--- src/rtl/div32_pkg.sv ---
// Shared types and constants for the div32_seq restoring divider.
// Signed support is compiled in with DIV32_SIGNED_EN.
package div32_pkg;

    localparam int unsigned WIDTH       = 32;
    localparam int unsigned CNT_W       = 5;
    localparam int unsigned DIV_LATENCY = 33;

    localparam logic [WIDTH-1:0] DIV0_QUOTIENT = 32'hFFFF_FFFF;

    typedef enum logic [1:0] {
        IDLE = 2'd0,
        RUN  = 2'd1,
        DONE = 2'd2
    } state_t;

    // Two's-complement negate, mod 2^WIDTH.
    function automatic logic [WIDTH-1:0] negate(input logic [WIDTH-1:0] x);
        return (~x) + WIDTH'(1);
    endfunction

endpackage

--- src/rtl/div32_step.sv ---
// One restoring-division step: shift in the next dividend bit, trial-subtract,
// keep the difference when it does not borrow.
module div32_step
    import div32_pkg::*;
(
    input  logic [WIDTH-1:0] rem,
    input  logic             dq_msb,
    input  logic [WIDTH-1:0] divisor,
    output logic [WIDTH-1:0] next_rem,
    output logic             q_bit
);

    logic [WIDTH-1:0] partial;
    logic [WIDTH-1:0] diff;
    logic             borrow;
    // rem < divisor before every non-final shift, so its MSB is always zero.
    logic             unused_rem_msb;

    assign unused_rem_msb = rem[WIDTH-1];
    assign partial        = {rem[WIDTH-2:0], dq_msb};

    sub32 u_sub (
        .a      (partial),
        .b      (divisor),
        .diff   (diff),
        .borrow (borrow)
    );

    assign q_bit    = ~borrow;
    assign next_rem = borrow ? partial : diff;

endmodule

--- src/rtl/sub32.sv ---
// 32-bit subtractor with borrow out, shared with the set-less-than datapath.
module sub32
    import div32_pkg::*;
(
    input  logic [WIDTH-1:0] a,
    input  logic [WIDTH-1:0] b,
    output logic [WIDTH-1:0] diff,
    output logic             borrow
);

    always_comb begin
        {borrow, diff} = {1'b0, a} - {1'b0, b};
    end

endmodule

--- src/rtl/div32_seq.sv ---
// Multi-cycle 32-bit restoring divider with start/busy/done handshake.
// Define DIV32_SIGNED_EN to honour is_signed (DIV); otherwise always DIVU.
module div32_seq
    import div32_pkg::*;
(
    input  logic             clk,
    input  logic             reset,
    input  logic             start,
    input  logic             is_signed,
    input  logic [WIDTH-1:0] dividend,
    input  logic [WIDTH-1:0] divisor,
    output logic             busy,
    output logic             done,
    output logic [WIDTH-1:0] quotient,
    output logic [WIDTH-1:0] remainder,
    output logic             div_by_zero
);

    localparam logic [CNT_W-1:0] LAST_STEP = CNT_W'(WIDTH - 1);

    state_t           state, state_d;
    logic [CNT_W-1:0] cnt, cnt_d;
    logic [WIDTH-1:0] rem_q, rem_d;
    logic [WIDTH-1:0] dq_q, dq_d;
    logic [WIDTH-1:0] dsr_q, dsr_d;
    logic             neg_quo_q, neg_quo_d;
    logic             neg_rem_q, neg_rem_d;
    logic             busy_d, done_d, dbz_d;
    logic [WIDTH-1:0] quotient_d, remainder_d;

    logic             signed_op;
    logic             dvd_neg, dsr_neg;
    logic [WIDTH-1:0] dvd_mag, dsr_mag;
    logic [WIDTH-1:0] step_rem;
    logic             step_q;
    logic [WIDTH-1:0] shifted_q;

`ifdef DIV32_SIGNED_EN
    assign signed_op = is_signed;
`else
    logic unused_is_signed;
    assign unused_is_signed = is_signed;
    assign signed_op        = 1'b0;
`endif

    // Signed operands are reduced to magnitudes at accept time.
    assign dvd_neg = signed_op & dividend[WIDTH-1];
    assign dsr_neg = signed_op & divisor[WIDTH-1];
    assign dvd_mag = dvd_neg ? negate(dividend) : dividend;
    assign dsr_mag = dsr_neg ? negate(divisor)  : divisor;

    div32_step u_step (
        .rem      (rem_q),
        .dq_msb   (dq_q[WIDTH-1]),
        .divisor  (dsr_q),
        .next_rem (step_rem),
        .q_bit    (step_q)
    );

    assign shifted_q = {dq_q[WIDTH-2:0], step_q};

    always_ff @(posedge clk) begin
        if (reset) begin
            state       <= IDLE;
            cnt         <= '0;
            rem_q       <= '0;
            dq_q        <= '0;
            dsr_q       <= '0;
            neg_quo_q   <= 1'b0;
            neg_rem_q   <= 1'b0;
            busy        <= 1'b0;
            done        <= 1'b0;
            quotient    <= '0;
            remainder   <= '0;
            div_by_zero <= 1'b0;
        end else begin
            state       <= state_d;
            cnt         <= cnt_d;
            rem_q       <= rem_d;
            dq_q        <= dq_d;
            dsr_q       <= dsr_d;
            neg_quo_q   <= neg_quo_d;
            neg_rem_q   <= neg_rem_d;
            busy        <= busy_d;
            done        <= done_d;
            quotient    <= quotient_d;
            remainder   <= remainder_d;
            div_by_zero <= dbz_d;
        end
    end

    always_comb begin
        state_d     = state;
        cnt_d       = cnt;
        rem_d       = rem_q;
        dq_d        = dq_q;
        dsr_d       = dsr_q;
        neg_quo_d   = neg_quo_q;
        neg_rem_d   = neg_rem_q;
        busy_d      = busy;
        done_d      = done;
        quotient_d  = quotient;
        remainder_d = remainder;
        dbz_d       = div_by_zero;

        case (state)
            IDLE, DONE: begin
                if (start) begin
                    done_d    = 1'b0;
                    cnt_d     = '0;
                    rem_d     = '0;
                    dq_d      = dvd_mag;
                    dsr_d     = dsr_mag;
                    neg_quo_d = dvd_neg ^ dsr_neg;
                    neg_rem_d = dvd_neg;
                    if (divisor == '0) begin
                        state_d     = DONE;
                        busy_d      = 1'b0;
                        done_d      = 1'b1;
                        quotient_d  = DIV0_QUOTIENT;
                        remainder_d = dividend;
                        dbz_d       = 1'b1;
                    end else begin
                        state_d = RUN;
                        busy_d  = 1'b1;
                    end
                end
            end
            RUN: begin
                rem_d = step_rem;
                dq_d  = shifted_q;
                cnt_d = cnt + CNT_W'(1);
                if (cnt == LAST_STEP) begin
                    state_d     = DONE;
                    busy_d      = 1'b0;
                    done_d      = 1'b1;
                    dbz_d       = 1'b0;
                    quotient_d  = neg_quo_q ? negate(shifted_q) : shifted_q;
                    remainder_d = neg_rem_q ? negate(step_rem)  : step_rem;
                end
            end
            default: state_d = IDLE;
        endcase
    end

endmodule

--- config.mk ---
export PLATFORM = sky130hd
export DESIGN_NAME = div32_seq
export DESIGN_NICKNAME = d
export VERILOG_FILES = /design/src/rtl/div32_pkg.sv /design/src/rtl/div32_step.sv /design/src/rtl/sub32.sv /design/src/rtl/div32_seq.sv
export SDC_FILE = /design/constraint.sdc
export NUM_CORES = 1
export LEC_CHECK = 0
export ABC_AREA = 1
export CAP_MARGIN = 25
export CORE_MARGIN = 1
export CORE_UTILIZATION = 50
export DETAILED_ROUTE_END_ITERATION = 7
export PLACE_DENSITY_LB_ADDON = 0.08
export SYNTH_ARGS = -nofsm -noshare
export SYNTH_HDL_FRONTEND = slang
export SYNTH_SLANG_ARGS = --single-unit
export TNS_END_PERCENT = 30
--- constraint.sdc ---
create_clock -name clk -period 2.1 [get_ports clk]
set_input_delay 0.42 -clock clk [delete_from_list [all_inputs] [get_ports clk]]
set_output_delay 0.42 -clock clk [all_outputs]
set_load 0.01 [all_outputs]
**Word level (Yosys, flattened, before mapping)**

Index checks and enable logic that the tools add are counted.

- Flip-flop bits (word level): 169
- Input port bits: 68
- Output and inout port bits: 67
- Word-level logic and storage cells: 58

- $add $sub $neg: 2
- Eq/ne operators: 6
- Multiplexer cells: 30
- Bitwise gates (word level): 1
- Reductions and logical operators: 9

Operators with widths:

| operator | count |
|---|---|
| 2-to-1 mux 32 bit | 8 |
| case mux 32 bit (2 select lines) | 3 |
| case mux 31 bit (2 select lines) | 1 |
| subtractor 32 x 32 -> 33 bit | 1 |
| zero test 32 bit | 1 |
| 2-to-1 mux 31 bit | 1 |
| case mux 5 bit (2 select lines) | 1 |
| 2-to-1 mux 1 bit | 8 |
| 2-to-1 mux 2 bit | 3 |
| inequality test 2 bit, second input constant | 3 |
| case mux 1 bit (2 select lines) | 3 |
| AND reduction 2 bit | 3 |
| adder 5 x 1 -> 5 bit, second input constant | 1 |
| == test 5 bit, second input constant | 1 |
| 2-to-1 mux 5 bit | 1 |
| case mux 2 bit (2 select lines) | 1 |
| AND reduction 4 bit | 1 |
| AND reduction 3 bit | 1 |
| == test 2 x 1 -> 1 bit, second input constant | 1 |
| == test 2 bit, second input constant | 1 |
| zero test 2 bit | 1 |
| nonzero test 2 bit | 1 |
| OR reduction 2 bit | 1 |
| inverter 1 bit | 1 |

**Depth between registers and ports, before layout**

Gate-level depths: netlist (run 1).

- Word-level depth: 4
- Mapped depth: 18
- Mapped depth without buffers: 17

**Hierarchy**

A second synthesis (run 1) with hierarchy kept.

- Cell total of the unflattened synthesis: 1608
- Area, all modules: 10042.1 um^2

Modules (own cells, without submodules):

| module | times used | cells an instance | area each (um^2) | seq. area each (um^2) |
|---|---|---|---|---|
| div32_seq | 1 | 954 | 6936.7 | 3403.3 |
| sub32 | 1 | 550 | 2611.3 | 0.0 |
| div32_step | 1 | 104 | 494.2 | 0.0 |

**Worst setup path after synthesis (run 1)**

Ideal clock, no wire load.

- Path type: register to register
- Start point: reg dq_q[31]
- End point: reg rem_q[7]
- Library setup time: 0.056 ns
- Arrival time: 2.051 ns
- Required time: 2.044 ns
- Setup slack: -0.007 ns
- Cell stages (with the launch flop): 16
- Path buffers: 1
- Period minus slack after synthesis: 2.107 ns
- Cells stage by stage: dfxtp_1 > inv_1 > ha_1 > fa_1 > nor2_1 > o21ai_1 > nand2_2 > nand2_1 > nand2_1 > nand2_2 > a21oi_4 > buf_6 > nand2_1 > nand3_1 > nand2_1 > inv_1

- Word-level cells in the longest chain between the ends: 3

RTL lines:

| what | line | text |
|---|---|---|
| start, declared | div32_seq.sv:24 | `logic [WIDTH-1:0] dq_q, dq_d;` |
| start signal, assigned | div32_seq.sv:80 | `dq_q <= dq_d;` |
| subtractor 32 x 32 -> 33 bit | sub32.sv:12 | `{borrow, diff} = {1'b0, a} - {1'b0, b};` |
| 2-to-1 mux 32 bit | div32_step.sv:30 | `assign next_rem = borrow ? partial : diff;` |
| case mux 31 bit (2 select lines) | div32_seq.sv:106 | `case (state)` |
| end signal, assigned | div32_seq.sv:79 | `rem_q <= rem_d;` |
| end, declared | div32_seq.sv:23 | `logic [WIDTH-1:0] rem_q, rem_d;` |

Every way passes these cells.
A chain may end at the register's enable or synchronous reset.

**Worst setup path in the final report (run 1)**

- Start point: reg dsr_q[29]
- End point: reg rem_q[20]

- Word-level cells in the longest chain between the ends: 3

RTL lines:

| what | line | text |
|---|---|---|
| start, declared | div32_seq.sv:25 | `logic [WIDTH-1:0] dsr_q, dsr_d;` |
| start signal, assigned | div32_seq.sv:81 | `dsr_q <= dsr_d;` |
| subtractor 32 x 32 -> 33 bit | sub32.sv:12 |  |
| 2-to-1 mux 32 bit | div32_step.sv:30 |  |
| case mux 31 bit (2 select lines) | div32_seq.sv:106 |  |

Every way passes these cells.

==> results by group, run 1 <==
Worst hold path
  – Hold endpoint: dsr_q[18]
  – Hold Path Origin: reset
  – Hold path depth: 4
  – Path class of the lowest-slack min-delay path: input pin to register

Synth
  – Cell accounting for the most synthesized area: dfxtp_1
  – Sequential cell area fraction in the yosys report: 0.348
  – Cell types with the largest area share after synthesis: dfxtp_1 (35%), nand2_1 (19%), inv_1 (8.8%)
  – Count of different cell masters after synthesis: 36
  – Cell count after synthesis: 1575
  – Post-synth ARST share: 0
  – Count of yosys warnings during synthesis: 0
  – Most used flip-flop cell after synthesis: dfxtp_1
  – Post-synth EDFFs: 0
  – Netlist Area Pre-Place: 9720 µm²
  – Post-Synthesis Net Count: 1679
  – Proportion of netlist area held by the largest area contributor: 0.348
  – Post-synthesis register bit count: 169
  – Mean instance size in the synthesized netlist: 6.17 µm²

GRT
  – Antenna violations before repair: 0
  – Global route hottest layer: met2
  – Overall global routing resource usage: 0.310
  – Maximum number of pins on one net before global-route repair: 84
  – GR Util met1: 0.424
  – Aggregate global routing overflow: 0
  – Number of global-route vias before repair: 9627
  – Wire length of the first global-routing pass: 48400 µm
  – Met3 track utilization from global routing: 0.0550
  – Met2 routing resource usage after global routing: 0.506

Placement
  – Half-perimeter wire length after placement: 22200 µm
  – Placed instance count: 2074
  – Setup Slack @ Placement: -444 ps
  – Count of buffers from port buffering: 133
  – Routability congestion estimate: 0.930

Floorplan
  – Number of core rows: 50
  – Horizontal extent of the die: 141 µm
  – Die footprint: 20000 µm²
  – Area of the placeable core: 18900 µm²
  – Vertical die dimension: 141 µm
  – Initial standard-cell utilization of the core: 0.514
  – I/O pin count: 135

Routing
  – Antenna-violating nets left: 0
  – Average routed wire per standard cell: 14.5 µm
  – Initial DRC Count: 704
  – Drt drc: 0
  – Drt total wl: 30700 µm
  – Number of vias after detailed routing: 10.5k
  – Number of vias per cell: 4.97
  – Number of optimization iterations in the first detailed-route pass: 5

Job
  – Number of max-cap violations: 0

Cells and area
  – Fraction of final layout cells sized beyond drive strength 1: 0.183
  – Nets: 1951
  – Number of antenna repair diodes: 0
  – Final standard cell utilization of the core: 0.724
  – Final instance count without filler cells: 2119
  – Area Overhead vs Synth: 40.8%

Clock tree
  – H-Tree Depth: 4
  – Number of buffers created by CTS: 17
  – Clk Latency, worst-skew pair: 440 ps
  – Maximum root-to-sink buffer count: 2
  – TritonCTS clock tree: done
  – Clock-pin slew reported for the worst setup and hold paths after clock tree synthesis: 70 ps
  – Cell at the root of the clock tree: clkbuf_16
  – Number of sinks handled by clock tree synthesis: 169

Worst setup path
  – R2R setup slack: -190 ps
  – Critical Path Source Type: register
  – Origin of the critical flop-to-flop path: dsr_q[29]
  – Worst Path Required: 2480 ps
  – Endpoint of the worst-slack reg-to-reg timing path: rem_q[20]
  – Endpoint class of the critical path: register
  – Number of cells on the worst reg-to-reg path: 13
  – Crit path max fanout: 8
  – Crit path kind: register to register
  – Data arrival at the endpoint of the critical path: 2670 ps

Run status
  – Failing checks: setup timing
  – Run status: finished with violations

Power and ir drop
  – Power density normalized to cell area: 657 nW/µm²
  – VDD IR max: 0.000676 V
  – Standby leakage power: 6.96 nW

Timing
  – Slew at the pin closest to its max-slew limit: 800 ps
  – Hold_ws: 433 ps
  – Final critical path time including I/O delays and setup: 2290 ps
  – RSZ-0062 raised after global routing: true
  – Final count of pins violating max slew: 0
  – Finish-stage setup viols: 64
  – Worst Slack Setup Final: -187 ps
  – Worst-case clock skew: 15.0 ps
  – FMAX: 0.437 GHz
  – Relative slew margins: 0.467
  – Number of hold violations in the final report: 0
  – Fin crit share: 1.09
==> power by group <==
part	internal, W	leakage (nW)	switching [W]
sequential	0.00343	1.39	0.000133
clock	0.00159	0.280	0.00154
combinational	0.00102	5.29	0.00128
total	0.00604	6.96	0.00296
==> stage by stage <==
step	TNS (ps)	power [W]	instance area, µm²
2_1_floorplan	0	0.00476	9720
3_3_place_gp	-30590	0.00572	12500
3_5_place_dp	-32210	0.00575	12500
4_1_cts	-8720	0.00893	13400
5_1_grt	-14070	0.00944	13700
6_report	-8950	0.00900	13700
==> worst max path at each step <==
stage / from / to / slack [ps] / cells after the start
after floorplan: dq_q[31] / rem_q[7] / 30 / 15
after global placement: divisor[31] / remainder[4] / -420 / 12
after detailed placement: divisor[31] / remainder[13] / -440 / 12
after CTS: dq_q[31] / remainder[20] / -160 / 16
after global routing: dq_q[31] / remainder[17] / -260 / 16
final: dsr_q[29] / rem_q[20] / -190 / 13
==> synthesized netlist by cell type (2+ instances only) <==
cell type / count
clkbuf_1: 49
nand2_1: 496
a21o_1: 2
nand4_1: 4
dfxtp_1: 169
nor2_2: 3
a21oi_1: 125
buf_2: 6
nor2_1: 153
nand3_1: 91
o21ai_0: 72
nand2_2: 13
xor2_1: 14
nor3_1: 47
buf_4: 4
inv_2: 7
and2_1: 6
inv_1: 229
buf_6: 4
ha_1: 35
o21ai_1: 29
buf_1: 3
==> registers in the layout (all words and copies together) (netlist names) <==
| signal | flops |
|---|---|
| remainder | 32 |
| busy | 1 |
| quotient | 32 |
| rem_q | 31 |
| dq_q | 32 |
| dsr_q | 32 |
| div_by_zero | 1 |
| done | 1 |
| state | 2 |
| cnt | 5 |
==> cells in the final DEF, fill, tap and decap left out, types with 2 or more instances in the layout <==
cell type and n:
inv_1 221, a21o_1 2, clkbuf_16 17, nor2_1 149, nand2_4 9, dfxtp_1 161
nor3_2 2, nor2_2 6, xor2_1 14, buf_4 171, nor3_1 44, and2_1 5
a21oi_1 123, dfxtp_2 7, a21oi_4 2, buf_16 3, nor2_4 2, nand2_1 463
nand3_2 20, a21oi_2 2, o21ai_1 29, clkdlybuf4s50_1 132, inv_2 14, ha_1 25
nand3_1 70, clkinv_4 3, buf_12 9, inv_6 4, o21ai_0 72, nand4_1 4
clkinv_8 4, inv_8 4, nand2_2 38, ha_4 10
==> cells by family (layout without fill, tap and decap cells) <==
logic type / after synthesis / after routing / synth area share
adders and majority gates: 36 / 36 / 0.0471
DFF: 169 / 169 / 0.348
and+or+nand+nor: 819 / 819 / 0.346
xor gates and xnor gates: 15 / 15 / 0.0135
buffers and inverters: 303 / 587 / 0.123
AOI/OAI and AO/OA: 233 / 233 / 0.123
==> area by class of cell <==
class / count / area (µm²)
clock inverters: 14 / 154
well taps: 260 / 325
repair buffers: 317 / 2880
fillers: 1641 / 5210
multi-input cells: 1103 / 5570
clock buffers: 17 / 425
repair inverters: 2 / 25.0
flip-flops and latches: 169 / 3400
inverters: 237 / 908
==> critical path, stage by stage (launching register included) <==
cell and delay, ps:
dfxtp_1 310, inv_1 50, ha_1 350, nand2_4 100
buf_4 150, nor4_4 340, nand2_4 130, a21oi_4 210
buf_6 170, buf_16 150, nand2_1 90, nand3_1 80
nand2_1 50, inv_1 50
==> metal layers <==
metal  wire length [µm]  part of all wire  vias up
met2              13900              0.45      303
met5                  0                 0        -
li1                   -                 -     5447
met1              14300              0.47     4732
met3               1980             0.065       41
met4                529             0.017        0
==> repair_timing <==
item                                    in CTS  in global routing
pin swaps                                    8                  6
endpoints found under the setup margin      65                 85
gates resized for setup                     48                 69
gates cloned                                 3                  2
hold buffers                                 0                  0
setup buffers                                8                  2
No activity file was read; power rests on OpenSTA's default activity.
==> inputs of run 2 (changes only) <==
SLEW_MARGIN = 5   (was not set)
==> results of run 2 <==
Final layout, timing and power as in run 1 (identical DEF).
==> inputs of run 3 (changes only) <==
ABC_AREA = not set   (was 1)
GPL_ROUTABILITY_DRIVEN = 0   (was not set)
SKIP_CTS_REPAIR_TIMING = 1   (was not set)
==> run 3 against run 2 <==
  * The run still ends with setup timing left
  * Cell count down 18%
  * Clock skew down 2.8 ps
  * Setup slack worse by 410 ps
  * Synthesized area down 6.2%
  * Die area down 6.1%
  * Maximum frequency down 15%
  * Sequential share of layout area up 0.44 points
  * Non-clock buffer count up 40
  * Critical path type unchanged
  * Critical endpoint is now remainder[22]
  * Largest cell class unchanged
  * Highest routed layer unchanged
==> results by group, run 3 <==
Synth
  – Netlist Area Pre-Place: 9120 µm² (was 9720 µm²)
  – Most used flip-flop cell after synthesis: dfxtp_1 (unchanged)
  – Count of different cell masters after synthesis: 67 (was 36)
  – Count of yosys warnings during synthesis: 0 (unchanged)
  – Sequential cell area fraction in the yosys report: 0.371 (was 0.348)
  – Cell count after synthesis: 1211 (was 1575)
  – Proportion of netlist area held by the largest area contributor: 0.371 (was 0.348)
  – Cell accounting for the most synthesized area: dfxtp_1 (unchanged)
  – Post-Synthesis Net Count: 1315 (was 1679)
  – Cell types with the largest area share after synthesis: dfxtp_1 (37%), nand2_1 (8.1%), a21oi_1 (6.6%) (was dfxtp_1 (35%), nand2_1 (19%), inv_1 (8.8%))
  – Most frequent cell after synthesis: nand2_1 (unchanged)
  – Mean instance size in the synthesized netlist: 7.53 µm² (was 6.17 µm²)
  – Post-synthesis register bit count: 169 (unchanged)
  – Post-synth EDFFs: 0 (unchanged)
  – Commonest cells in the netlist: nand2_1 (197), dfxtp_1 (169), nor2_1 (123) (was nand2_1 (496), inv_1 (229), dfxtp_1 (169))
  – Post-synth ARST share: 0 (unchanged)

Timing
  – Worst-case clock skew: 12.2 ps (was 15.0 ps)
  – Number of hold violations in the final report: 0 (unchanged)
  – Worst Slack Setup Final: -600 ps (was -187 ps)
  – Fin crit share: 1.29 (was 1.09)
  – Final critical path time including I/O delays and setup: 2700 ps (was 2290 ps)
  – Hold_ws: 303 ps (was 433 ps)
  – FMAX: 0.370 GHz (was 0.437 GHz)
  – RSZ-0062 raised after global routing: true (unchanged)
  – Finish-stage setup viols: 65 (was 64)
  – Relative slew margins: 0.550 (was 0.467)
  – Slew at the pin closest to its max-slew limit: 668 ps (was 800 ps)
  – Final count of pins violating max slew: 0 (unchanged)

Worst setup path
  – Worst Path Required: 2450 ps (was 2480 ps)
  – Crit path max fanout: 4 (was 8)
  – Peak per-stage delay on the critical path: 380 ps (was 350 ps)
  – Crit path kind: register to register (unchanged)
  – Data arrival at the endpoint of the critical path: 3050 ps (was 2670 ps)
  – Endpoint class of the critical path: register (unchanged)
  – Critical Path Source Type: register (unchanged)
  – Crit path buffers/inverters: 2 (was 5)
  – Cell-by-cell trace of the critical path: ha_1 > a21oi_2 > buf_4 > o21bai_1 > a221o_1 > or2_2 > buf_4 > o21bai_1 > xnor2_1 > mux2i_2 > a211oi_1 (was inv_1 > ha_1 > nand2_4 > buf_4 > nor4_4 > nand2_4 > a21oi_4 > buf_6 > buf_16 > nand2_1 > nand3_1 > nand2_1 > inv_1)
  – Crit-path leading delay family: compound AO/OA/AOI/OAI gates (was simple AND/OR/NAND/NOR gates)
  – Critical-path cell with the highest stage delay: ha_1 (unchanged)

Run status
  – Run status: finished with violations (unchanged)
  – Failing checks: setup timing (unchanged)

Clock tree
  – Clk Latency, worst-skew pair: 440 ps (about the same)
  – Number of sinks handled by clock tree synthesis: 169 (unchanged)
  – Number of buffers created by CTS: 17 (unchanged)
  – Clock-pin slew reported for the worst setup and hold paths after clock tree synthesis: 70 ps (about the same)
  – TritonCTS clock tree: done (unchanged)
  – Cell at the root of the clock tree: clkbuf_16 (unchanged)
  – Maximum root-to-sink buffer count: 2 (unchanged)
  – H-Tree Depth: 4 (unchanged)

Cells and area
  – Nets: 1595 (was 1951)
  – Number of antenna repair diodes: 0 (unchanged)
  – Most common cell after layout, fill and taps aside: buf_4 (was nand2_1)
  – Final standard cell utilization of the core: 0.750 (was 0.724)
  – Fraction of final layout cells sized beyond drive strength 1: 0.257 (was 0.183)
  – Final instance count without filler cells: 1733 (was 2119)
  – Commonest cells after routing, fill and taps aside: buf_4 (207), nand2_1 (193), dfxtp_1 (162) (was nand2_1 (463), inv_1 (221), buf_4 (171))
  – Area Overhead vs Synth: 47.4% (was 40.8%)

Power and ir drop
  – Standby leakage power: 5.44 nW (was 6.96 nW)
  – Power density normalized to cell area: 1900 nW/µm² (was 657 nW/µm²)
  – VDD IR max: 0.00121 V (was 0.000676 V)

Routing
  – Drt drc: 0 (unchanged)
  – Initial DRC Count: 692 (was 704)
  – Number of vias after detailed routing: 10.0k (was 10.5k)
  – Antenna-violating nets left: 0 (unchanged)
  – Drt total wl: 29400 µm (was 30700 µm)
  – Number of vias per cell: 5.78 (was 4.97)
  – Number of optimization iterations in the first detailed-route pass: 5 (unchanged)
  – Average routed wire per standard cell: 17.0 µm (was 14.5 µm)

GRT
  – Maximum number of pins on one net before global-route repair: 81 (was 84)
  – Overall global routing resource usage: 0.302 (was 0.310)
  – Wire length of the first global-routing pass: 44500 µm (was 48400 µm)
  – Aggregate global routing overflow: 0 (unchanged)
  – Number of global-route vias before repair: 8969 (was 9627)
  – Antenna violations before repair: 0 (unchanged)

Floorplan
  – Horizontal extent of the die: 137 µm (was 141 µm)
  – Vertical die dimension: 137 µm (was 141 µm)
  – Die footprint: 18800 µm² (was 20000 µm²)
  – Number of core rows: 49 (was 50)
  – Initial standard-cell utilization of the core: 0.509 (was 0.514)
  – Area of the placeable core: 17900 µm² (was 18900 µm²)
  – I/O pin count: 135 (unchanged)

Placement
  – Half-perimeter wire length after placement: 20500 µm (was 22200 µm)
  – Placed instance count: 1691 (was 2074)
  – Count of buffers from port buffering: 133 (unchanged)

Job
  – Number of max-cap violations: 0 (unchanged)

Worst hold path
  – Path class of the lowest-slack min-delay path: input pin to register (unchanged)
[run 3: worst paths after layout]
path                from  cells after the start  slack (ps)             to
min          divisor[17]                      3         300      dsr_q[17]
min reg2reg     dsr_q[3]                      2         460       dsr_q[3]
max            rem_q[14]                     11        -600  remainder[22]
max reg2reg    rem_q[14]                     11        -600  remainder[22]
[run 3: stage by stage]
stage	cell area (µm²)	setup TNS [ps]	worst slack (ps)	power, W
detailed placement	12200	-59840	-728	0.0189
global placement	12200	-52590	-653	0.0186
global route	13400	-40800	-761	0.0268
floorplan	9230	-21260	-415	0.0127
CTS	12700	-38470	-664	0.0220
finish	13400	-30780	-600	0.0255
[run 3: cell families after synthesis]
logic type / after synthesis / synth area share
XOR/XNOR: 20 / 0.0192
flip-flops: 169 / 0.371
adder cells (fa/ha/maj): 36 / 0.0502
multiplexers: 3 / 0.00329
AND/OR/NAND/NOR: 509 / 0.252
AO/OA/AOI/OAI: 334 / 0.245
buffers and inverters: 140 / 0.0600
[run 3: layer usage]
metal	vias up	part of all wire	track usage
li1	4888	-	-
met1	4647	0.44	0.408
met2	418	0.47	0.496
met3	59	0.072	0.0426
met4	0	0.020	0.0879
met5	-	0	0
[run 3: worst min-delay path, cell delays in order]
cell            delay (ps)
dlymetal6s2s_1         150
nand2_1                 70
a21oi_1                 50
[run 3: final cells by class]
cell class,count,area (µm²)
clock buffers,17,425
fillers,1409,4470
flip-flops and latches,169,3390
clock inverters,15,150
multi-input cells,902,5830
well taps,229,287
repair buffers,357,3180
inverters,44,165
[run 3: power by group]
group	total, W	switching (W)	internal, W
sequential	0.00398	0.000395	0.00358
clock	0.00306	0.00148	0.00158
combinational	0.0185	0.00962	0.00885
total	0.0255	0.0115	0.0140
